[src/rtl/ca_epl_code_gen_if.sv]
// Strobe/control inputs and code outputs of the C/A early-prompt-late code generator.
// The master side drives strobes and loads; the slave side is the code generator.
interface ca_epl_code_gen_if;
    logic        hc_enable;
    logic        tic_enable;
    logic        prn_key_enable;
    logic [9:0]  prn_key;
    logic        slew_enable;
    logic [10:0] slew;
    logic        early;
    logic        prompt;
    logic        late;
    logic        dump_enable;
    logic [10:0] code_phase;
    logic [10:0] code_phase_latched;

    modport master (
        output hc_enable, tic_enable, prn_key_enable, prn_key, slew_enable, slew,
        input  early, prompt, late, dump_enable, code_phase, code_phase_latched
    );

    modport slave (
        input  hc_enable, tic_enable, prn_key_enable, prn_key, slew_enable, slew,
        output early, prompt, late, dump_enable, code_phase, code_phase_latched
    );
endinterface

[src/rtl/ca_epl_code_gen.sv]
// GPS C/A code generator: early/prompt/late chips at half-chip resolution, slew hold, epoch dump.
// Optional feature macro CA_CODE_PHASE_LATCH_EN: capture code_phase on tic_enable.
module ca_epl_code_gen (
    input  logic             clk,
    input  logic             rstn,
    ca_epl_code_gen_if.slave bus
);
    localparam logic [10:0] LAST_PHASE = 11'd2045;
    localparam logic [9:0]  G1_INIT    = 10'h3FF;

    // Bit k of each LFSR vector is stage 10-k: bit 0 is stage 10 (the output tap)
    // and prn_key loads with its MSB into stage 1.
    logic [9:0]  g1_q, g1_d;
    logic [9:0]  g2_q, g2_d;
    logic [9:0]  key_q, key_d;
    logic [10:0] phase_q, phase_d;
    logic [10:0] slew_cnt_q, slew_cnt_d;
    logic [10:0] latched_q, latched_d;
    logic        toggle_q, toggle_d;
    logic [1:0]  dly_q, dly_d;
    logic        dump_q, dump_d;

    logic early;
    logic g1_fb;
    logic g2_fb;

    assign early = g1_q[0] ^ g2_q[0];
    assign g1_fb = g1_q[7] ^ g1_q[0];
    assign g2_fb = g2_q[8] ^ g2_q[7] ^ g2_q[4] ^ g2_q[2] ^ g2_q[1] ^ g2_q[0];

    always_comb begin
        // NOTE: every next-state signal takes its hold value first so no path leaves it unassigned (no latches).
        g1_d       = g1_q;
        g2_d       = g2_q;
        key_d      = key_q;
        phase_d    = phase_q;
        slew_cnt_d = slew_cnt_q;
        toggle_d   = toggle_q;
        dly_d      = dly_q;
        dump_d     = 1'b0;

        if (bus.prn_key_enable) begin
            key_d    = bus.prn_key;
            g1_d     = G1_INIT;
            g2_d     = bus.prn_key;
            phase_d  = '0;
            toggle_d = 1'b0;
            dly_d    = '0;
        end else if (bus.slew_enable) begin
            slew_cnt_d = bus.slew;
        end else if (bus.hc_enable) begin
            if (slew_cnt_q != '0) begin
                // Held half-chip: only the slew counter moves.
                slew_cnt_d = slew_cnt_q - 11'd1;
                dump_d     = (slew_cnt_q == 11'd1);
            end else begin
                toggle_d = ~toggle_q;
                dly_d    = {dly_q[0], early};
                if (phase_q == LAST_PHASE) begin
                    phase_d = '0;
                    g1_d    = G1_INIT;
                    g2_d    = key_q;
                    dump_d  = 1'b1;
                end else begin
                    phase_d = phase_q + 11'd1;
                    if (toggle_q) begin
                        g1_d = {g1_fb, g1_q[9:1]};
                        g2_d = {g2_fb, g2_q[9:1]};
                    end
                end
            end
        end
    end

`ifdef CA_CODE_PHASE_LATCH_EN
    always_comb begin
        latched_d = latched_q;
        if (bus.tic_enable) begin
            latched_d = phase_q;
        end
    end
`else
    logic tic_unused;
    assign tic_unused = bus.tic_enable;
    assign latched_d  = '0;
`endif

    // NOTE: state flops use non-blocking assignments so all of them update together on the edge.
    always_ff @(posedge clk or negedge rstn) begin
        if (!rstn) begin
            g1_q       <= G1_INIT;
            g2_q       <= '0;
            key_q      <= '0;
            phase_q    <= '0;
            slew_cnt_q <= '0;
            latched_q  <= '0;
            toggle_q   <= 1'b0;
            dly_q      <= '0;
            dump_q     <= 1'b0;
        end else begin
            g1_q       <= g1_d;
            g2_q       <= g2_d;
            key_q      <= key_d;
            phase_q    <= phase_d;
            slew_cnt_q <= slew_cnt_d;
            latched_q  <= latched_d;
            toggle_q   <= toggle_d;
            dly_q      <= dly_d;
            dump_q     <= dump_d;
        end
    end

    assign bus.early              = early;
    assign bus.prompt             = dly_q[0];
    assign bus.late               = dly_q[1];
    assign bus.dump_enable        = dump_q;
    assign bus.code_phase         = phase_q;
    assign bus.code_phase_latched = latched_q;
endmodule

[src/flat_wrapper.sv]
// flat-port wrapper written by rule: the top's interface ports become plain ports
module ca_epl_code_gen_flat 
  (clk, rstn, bus_hc_enable, bus_tic_enable, bus_prn_key_enable, bus_prn_key, bus_slew_enable, bus_slew, bus_early, bus_prompt, bus_late, bus_dump_enable, bus_code_phase, bus_code_phase_latched);
  ca_epl_code_gen_if bus_i ();
  input  logic clk;
  input  logic rstn;
  input wire logic [$bits(bus_i.hc_enable)-1:0] bus_hc_enable;
  input wire logic [$bits(bus_i.tic_enable)-1:0] bus_tic_enable;
  input wire logic [$bits(bus_i.prn_key_enable)-1:0] bus_prn_key_enable;
  input wire logic [$bits(bus_i.prn_key)-1:0] bus_prn_key;
  input wire logic [$bits(bus_i.slew_enable)-1:0] bus_slew_enable;
  input wire logic [$bits(bus_i.slew)-1:0] bus_slew;
  output wire logic [$bits(bus_i.early)-1:0] bus_early;
  output wire logic [$bits(bus_i.prompt)-1:0] bus_prompt;
  output wire logic [$bits(bus_i.late)-1:0] bus_late;
  output wire logic [$bits(bus_i.dump_enable)-1:0] bus_dump_enable;
  output wire logic [$bits(bus_i.code_phase)-1:0] bus_code_phase;
  output wire logic [$bits(bus_i.code_phase_latched)-1:0] bus_code_phase_latched;
  assign bus_i.hc_enable = bus_hc_enable;
  assign bus_i.tic_enable = bus_tic_enable;
  assign bus_i.prn_key_enable = bus_prn_key_enable;
  assign bus_i.prn_key = bus_prn_key;
  assign bus_i.slew_enable = bus_slew_enable;
  assign bus_i.slew = bus_slew;
  assign bus_early = bus_i.early;
  assign bus_prompt = bus_i.prompt;
  assign bus_late = bus_i.late;
  assign bus_dump_enable = bus_i.dump_enable;
  assign bus_code_phase = bus_i.code_phase;
  assign bus_code_phase_latched = bus_i.code_phase_latched;
  ca_epl_code_gen u_core (.clk(clk), .rstn(rstn), .bus(bus_i));
endmodule
[config.mk]
export PLATFORM = sky130hd
export DESIGN_NAME = ca_epl_code_gen_flat
export DESIGN_NICKNAME = d
export VERILOG_FILES = /design/src/rtl/ca_epl_code_gen_if.sv /design/src/rtl/ca_epl_code_gen.sv /design/src/flat_wrapper.sv
export SDC_FILE = /design/constraint.sdc
export NUM_CORES = 1
export LEC_CHECK = 0
export BUFFER_PORTS_ARGS = -buffer_cell sky130_fd_sc_hd__buf_2
export CAP_MARGIN = 20
export CELL_PAD_IN_SITES_DETAIL_PLACEMENT = 0
export CELL_PAD_IN_SITES_GLOBAL_PLACEMENT = 2
export CORE_MARGIN = 4
export CORE_UTILIZATION = 34
export CTS_CLUSTER_DIAMETER = 50
export DETAILED_ROUTE_END_ITERATION = 10
export PLACE_DENSITY_LB_ADDON = 0.1
export REMOVE_ABC_BUFFERS = 1
export SYNTH_ARGS = -nofsm -noshare
export SYNTH_HDL_FRONTEND = slang
export SYNTH_SLANG_ARGS = --single-unit
[constraint.sdc]
create_clock -name clk -period 3 [get_ports clk]
set_clock_uncertainty 0.2 [all_clocks]
set_input_delay 0.3 -clock clk [delete_from_list [all_inputs] [get_ports clk]]
set_output_delay 0.3 -clock clk [all_outputs]
set_load 0.02 [all_outputs]
==> results_tabular.tex <==
\begin{tabular}{lr}
\hline
Metric & Value \\
\hline
\multicolumn{2}{l}{\textbf{Global route}} \\
\quad Global Route met3 Usage & 0.0376 \\
\quad Grt met2 use & 0.224 \\
\quad Global-route usage over all layers & 0.146 \\
\quad Antenna violations before repair & 1 \\
\quad Global-route congestion overflow total & 0 \\
\quad Vias in the first global route & 2409 \\
\quad Global routing met1 resource utilization & 0.207 \\
\quad Pin count of the biggest net entering global routing & 60 \\
\quad Most utilized layer in the global route result & met2 \\
\quad First-pass GRT wire length & 12300 microns \\
\multicolumn{2}{l}{\textbf{Detailed routing}} \\
\quad Remaining number of nets flagged by the antenna check after routing & 0 \\
\quad Iteration count of the initial detailed-routing pass & 4 \\
\quad Total Wirelength & 7500 microns \\
\quad Initial drt markers & 99 \\
\quad \# DRC & 0 \\
\quad Detail-routed via count per cell & 5.22 \\
\quad Average wire per cell in the routed design & 15.2 microns \\
\quad DR vias & 2574 \\
\multicolumn{2}{l}{\textbf{Setup path}} \\
\quad Type of the setup path with the least slack & flop to flop \\
\quad Data arrival time of the critical path & 2.43 ns \\
\quad Cell family with most CP delay & simple AND/OR/NAND/NOR gates \\
\quad Standard cell with the maximum stage delay on the critical path & or4\_1 \\
\quad CP Data Required Time & 3.04 ns \\
\quad Critical Path Start Type & flop \\
\quad Cell chain of the critical path & inv\_1, ha\_1, and2\_1, and4\_1, nand2\_4, or4\_1, a21oi\_1 \\
\quad Maximum fanout along the worst path & 8 \\
\quad Nature of the critical path endpoint & flop \\
\quad Number of buffer and inverter instances along the worst setup path & 1 \\
\quad Crit path largest cell delay & 0.51 ns \\
\multicolumn{2}{l}{\textbf{Finish}} \\
\quad Most common cell after layout, fill and taps aside & dfrtp\_1 \\
\quad Most frequent cells in the layout & dfrtp\_1 (46), buf\_2 (40), nand2\_1 (31), a21oi\_1 (30), o21ai\_0 (29) \\
\quad Post-route design area & 0.00352 sq mm \\
\quad Final Instance Count excl. Fillers & 493 \\
\quad Layout overhead on the synthesized area & 13.6\% \\
\quad N\_diodes & 0 \\
\quad Count of filler cells inserted in the layout & 907 \\
\quad Nets & 415 \\
\quad Ratio of cells with drive above 1 in the final layout & 0.197 \\
\multicolumn{2}{l}{\textbf{Timing}} \\
\quad Unrepaired setup endpoints after global routing & false \\
\quad Finish-stage setup viols & 0 \\
\quad Worst relative slew slack & 0.527 \\
\quad Final critical-path required period & 2.39 ns \\
\quad Hold Fails Final Rpt & 0 \\
\quad Setup TNS after final layout & 0 ns \\
\quad Slack of the critical path & 0.610 ns \\
\quad Actual transition at the worst max-transition pin & 0.710 ns \\
\quad Max-slew violation total from the final report & 0 \\
\quad Final cycle utilization of the critical path & 0.797 \\
\quad Achievable clock frequency & 0.418 GHz \\
\quad Final hold slack & 0.0198 ns \\
\multicolumn{2}{l}{\textbf{Outcome}} \\
\quad Result of the run & finished clean \\
\multicolumn{2}{l}{\textbf{Synth}} \\
\quad Warning count from the yosys run & 0 \\
\quad Avg Cell Area, Syn & 9.04 sq um \\
\quad Post-Syn Area & 0.00310 sq mm \\
\quad Sequential-to-total area share from yosys stat & 0.456 \\
\quad Register bit total from synthesis & 56 \\
\quad Post-synthesis simple-gate area fraction & 0.230 \\
\quad Combinational family with the most area after synthesis & simple AND/OR/NAND/NOR gates \\
\quad Share of the synthesized area in the top cell type & 0.371 \\
\quad Adder-cell area share of the yosys netlist & 0.0161 \\
\quad Synthesized instance count & 343 \\
\quad Synth area leader & dfrtp\_1 \\
\quad Area contributors post-synth & dfrtp\_1 (37\%), dfstp\_2 (8.5\%), a21oi\_1 (4.8\%) \\
\quad Number of distinct library cells after synthesis & 46 \\
\quad Synthesized-area fraction occupied by ao, oa, aoi and oai cells & 0.188 \\
\quad Share of the synthesized netlist area taken by xor and xnor gates & 0.0282 \\
\quad Multiplexer area fraction after synthesis & 0.00323 \\
\multicolumn{2}{l}{\textbf{Die}} \\
\quad CORE AREA & 0.00881 sq mm \\
\quad Initial core utilization & 0.352 \\
\quad Total Die Area & 0.0107 sq mm \\
\quad Site Rows & 34 \\
\quad Io pins & 53 \\
\quad Vert. Die Dim & 103 microns \\
\quad Die Span X & 103 microns \\
\multicolumn{2}{l}{\textbf{Placed design}} \\
\quad Cell area reported after detailed placement & 0.00337 sq mm \\
\quad Number of input and output port buffers inserted & 40 \\
\quad Cell count after placement & 480 \\
\quad Worst setup timing slack at the placement stage & 0.633 ns \\
\quad Placer congestion estimate & 0.721 \\
\quad Detailed placer's ending HPWL & 5000 microns \\
\multicolumn{2}{l}{\textbf{Pwr}} \\
\quad Leakage power total & 1.47 nW \\
\quad IR drop worst, VDD & 0.174 mV \\
\quad Power density over the cells & 455 mW/mm\^{}2 \\
\multicolumn{2}{l}{\textbf{CTS}} \\
\quad Maximum buffer depth of the clock tree & 2 \\
\quad Clock tree from TritonCTS & built \\
\quad Clock sink total & 56 \\
\quad Total number of H-tree levels & 2 \\
\quad CTS Root Cell & clkbuf\_8 \\
\quad Clock input transition at the sequential cells of the worst setup and hold paths & 0.11 ns \\
\quad Clock buffers created by TritonCTS & 5 \\
\quad Post-cts gate resize count & 0 \\
\quad Clock latency at the later pin of the worst-skew pair & 0.30 ns \\
\multicolumn{2}{l}{\textbf{Job}} \\
\quad Maxcap violations & 0 \\
\multicolumn{2}{l}{\textbf{Hold path}} \\
\quad Class of the most critical hold timing path & input pin to flop \\
\hline
\end{tabular}
==> layout make-up <==
cell class | count | area [sq um] | share of cell area
clock buffers | 6 | 82.6 | 0.0235
clock inverters | 2 | 13.8 | 0.00391
inverters | 18 | 67.6 | 0.0192
multi-input cells | 250 | 1490 | 0.422
flip-flops and latches | 56 | 1410 | 0.402
well taps | 108 | 135 | 0.0384
repair buffers | 53 | 323 | 0.0917
==> stage by stage <==
step | power (W) | utilization
after floorplan | 0.00106 | -
after global routing | 0.00170 | 0.400
final | 0.00160 | 0.400
after CTS | 0.00164 | 0.400
after detailed placement | 0.00117 | 0.383
after global placement | 0.00116 | 0.383
==> layer usage <==
layer,vias to the layer above,routed length [microns]
met5,-,13
met4,2,36
met3,4,357
met2,49,3290
met1,1244,3800
li1,1275,-
==> sequential cells by signal, summed over array words and instances, names as in the netlist <==
| name | flops |
|---|---|
| u_core.bus.code_phase | 11 |
| u_core.bus.dump_enable | 1 |
| u_core.dly_q | 2 |
| u_core.g1_q | 10 |
| u_core.g2_q | 10 |
| u_core.key_q | 10 |
| u_core.slew_cnt_q | 11 |
| u_core.toggle_q | 1 |
==> report_power, final <==
group          switching [W]  internal, W  leakage, nW
registers          0.0000638     0.000812        0.692
clock network       0.000257     0.000190       0.0516
logic               0.000161     0.000118        0.730
==> logic make-up (layout without fill, tap and decap cells) <==
| family | after synthesis | count (layout) |
|---|---|---|
| buffers and inverters | 47 | 79 |
| xor gates and xnor gates | 10 | 10 |
| DFF | 56 | 56 |
| and+or+nand+nor | 128 | 128 |
| adders and majority gates | 4 | 4 |
| AOI/OAI and AO/OA | 96 | 96 |
| other | 1 | 11 |
| muxes | 1 | 1 |
==> Yosys cell counts, drive strengths merged <==
cell type	count
xor2	6
nand2	32
inv	18
nand4	3
or3	12
clkbuf	12
a31oi	4
o221a	3
dfrtp	46
a22oi	1
a2bb2oi	1
nor4	7
o311ai	1
dfstp	10
xnor2	4
nand3b	4
o22ai	10
buf	17
nor3	8
o21a	1
or4	3
a21oi	30
nor2	25
a211o	1
and2	1
o31ai	10
conb	1
o211ai	1
a211oi	3
o21ai	29
a21o	1
mux2i	1
and3	3
nand3	8
nand2b	17
ha	4
and4	5
==> timing repair <==
item	in CTS	in global routing
hold endpoints to repair	31	0
hold buffers	5	0
setup buffers	0	0
==> worst reg2reg max path: stages (launching register included) <==
cell and delay [ns]:
dfrtp_1 0.42, inv_1 0.08, ha_1 0.25, and2_1 0.17
and4_1 0.43, nand2_4 0.12, or4_1 0.51, a21oi_1 0.14
==> path summary, 6_finish.rpt <==
path | start | to | slack, ns | cells after the start
worst max-delay path | u_core.slew_cnt_q[0]$_DFFE_PN0P_ | u_core.bus.code_phase[8]$_DFFE_PN0P_ | 0.61 | 7
worst min-delay path | bus_prn_key[2] | u_core.key_q[2]$_DFFE_PN0P_ | 0.02 | 3
worst max register to register | u_core.slew_cnt_q[0]$_DFFE_PN0P_ | u_core.bus.code_phase[8]$_DFFE_PN0P_ | 0.61 | 7
worst min register to register | u_core.dly_q[1]$_DFFE_PN0P_ | u_core.dly_q[1]$_DFFE_PN0P_ | 0.33 | 2
max in group asynchronous | rstn | u_core.g1_q[4]$_DFFE_PN1P_ | 1.55 | 3
min in group asynchronous | rstn | u_core.key_q[2]$_DFFE_PN0P_ | 0.36 | 2
No activity file was read; power rests on OpenSTA's default activity.
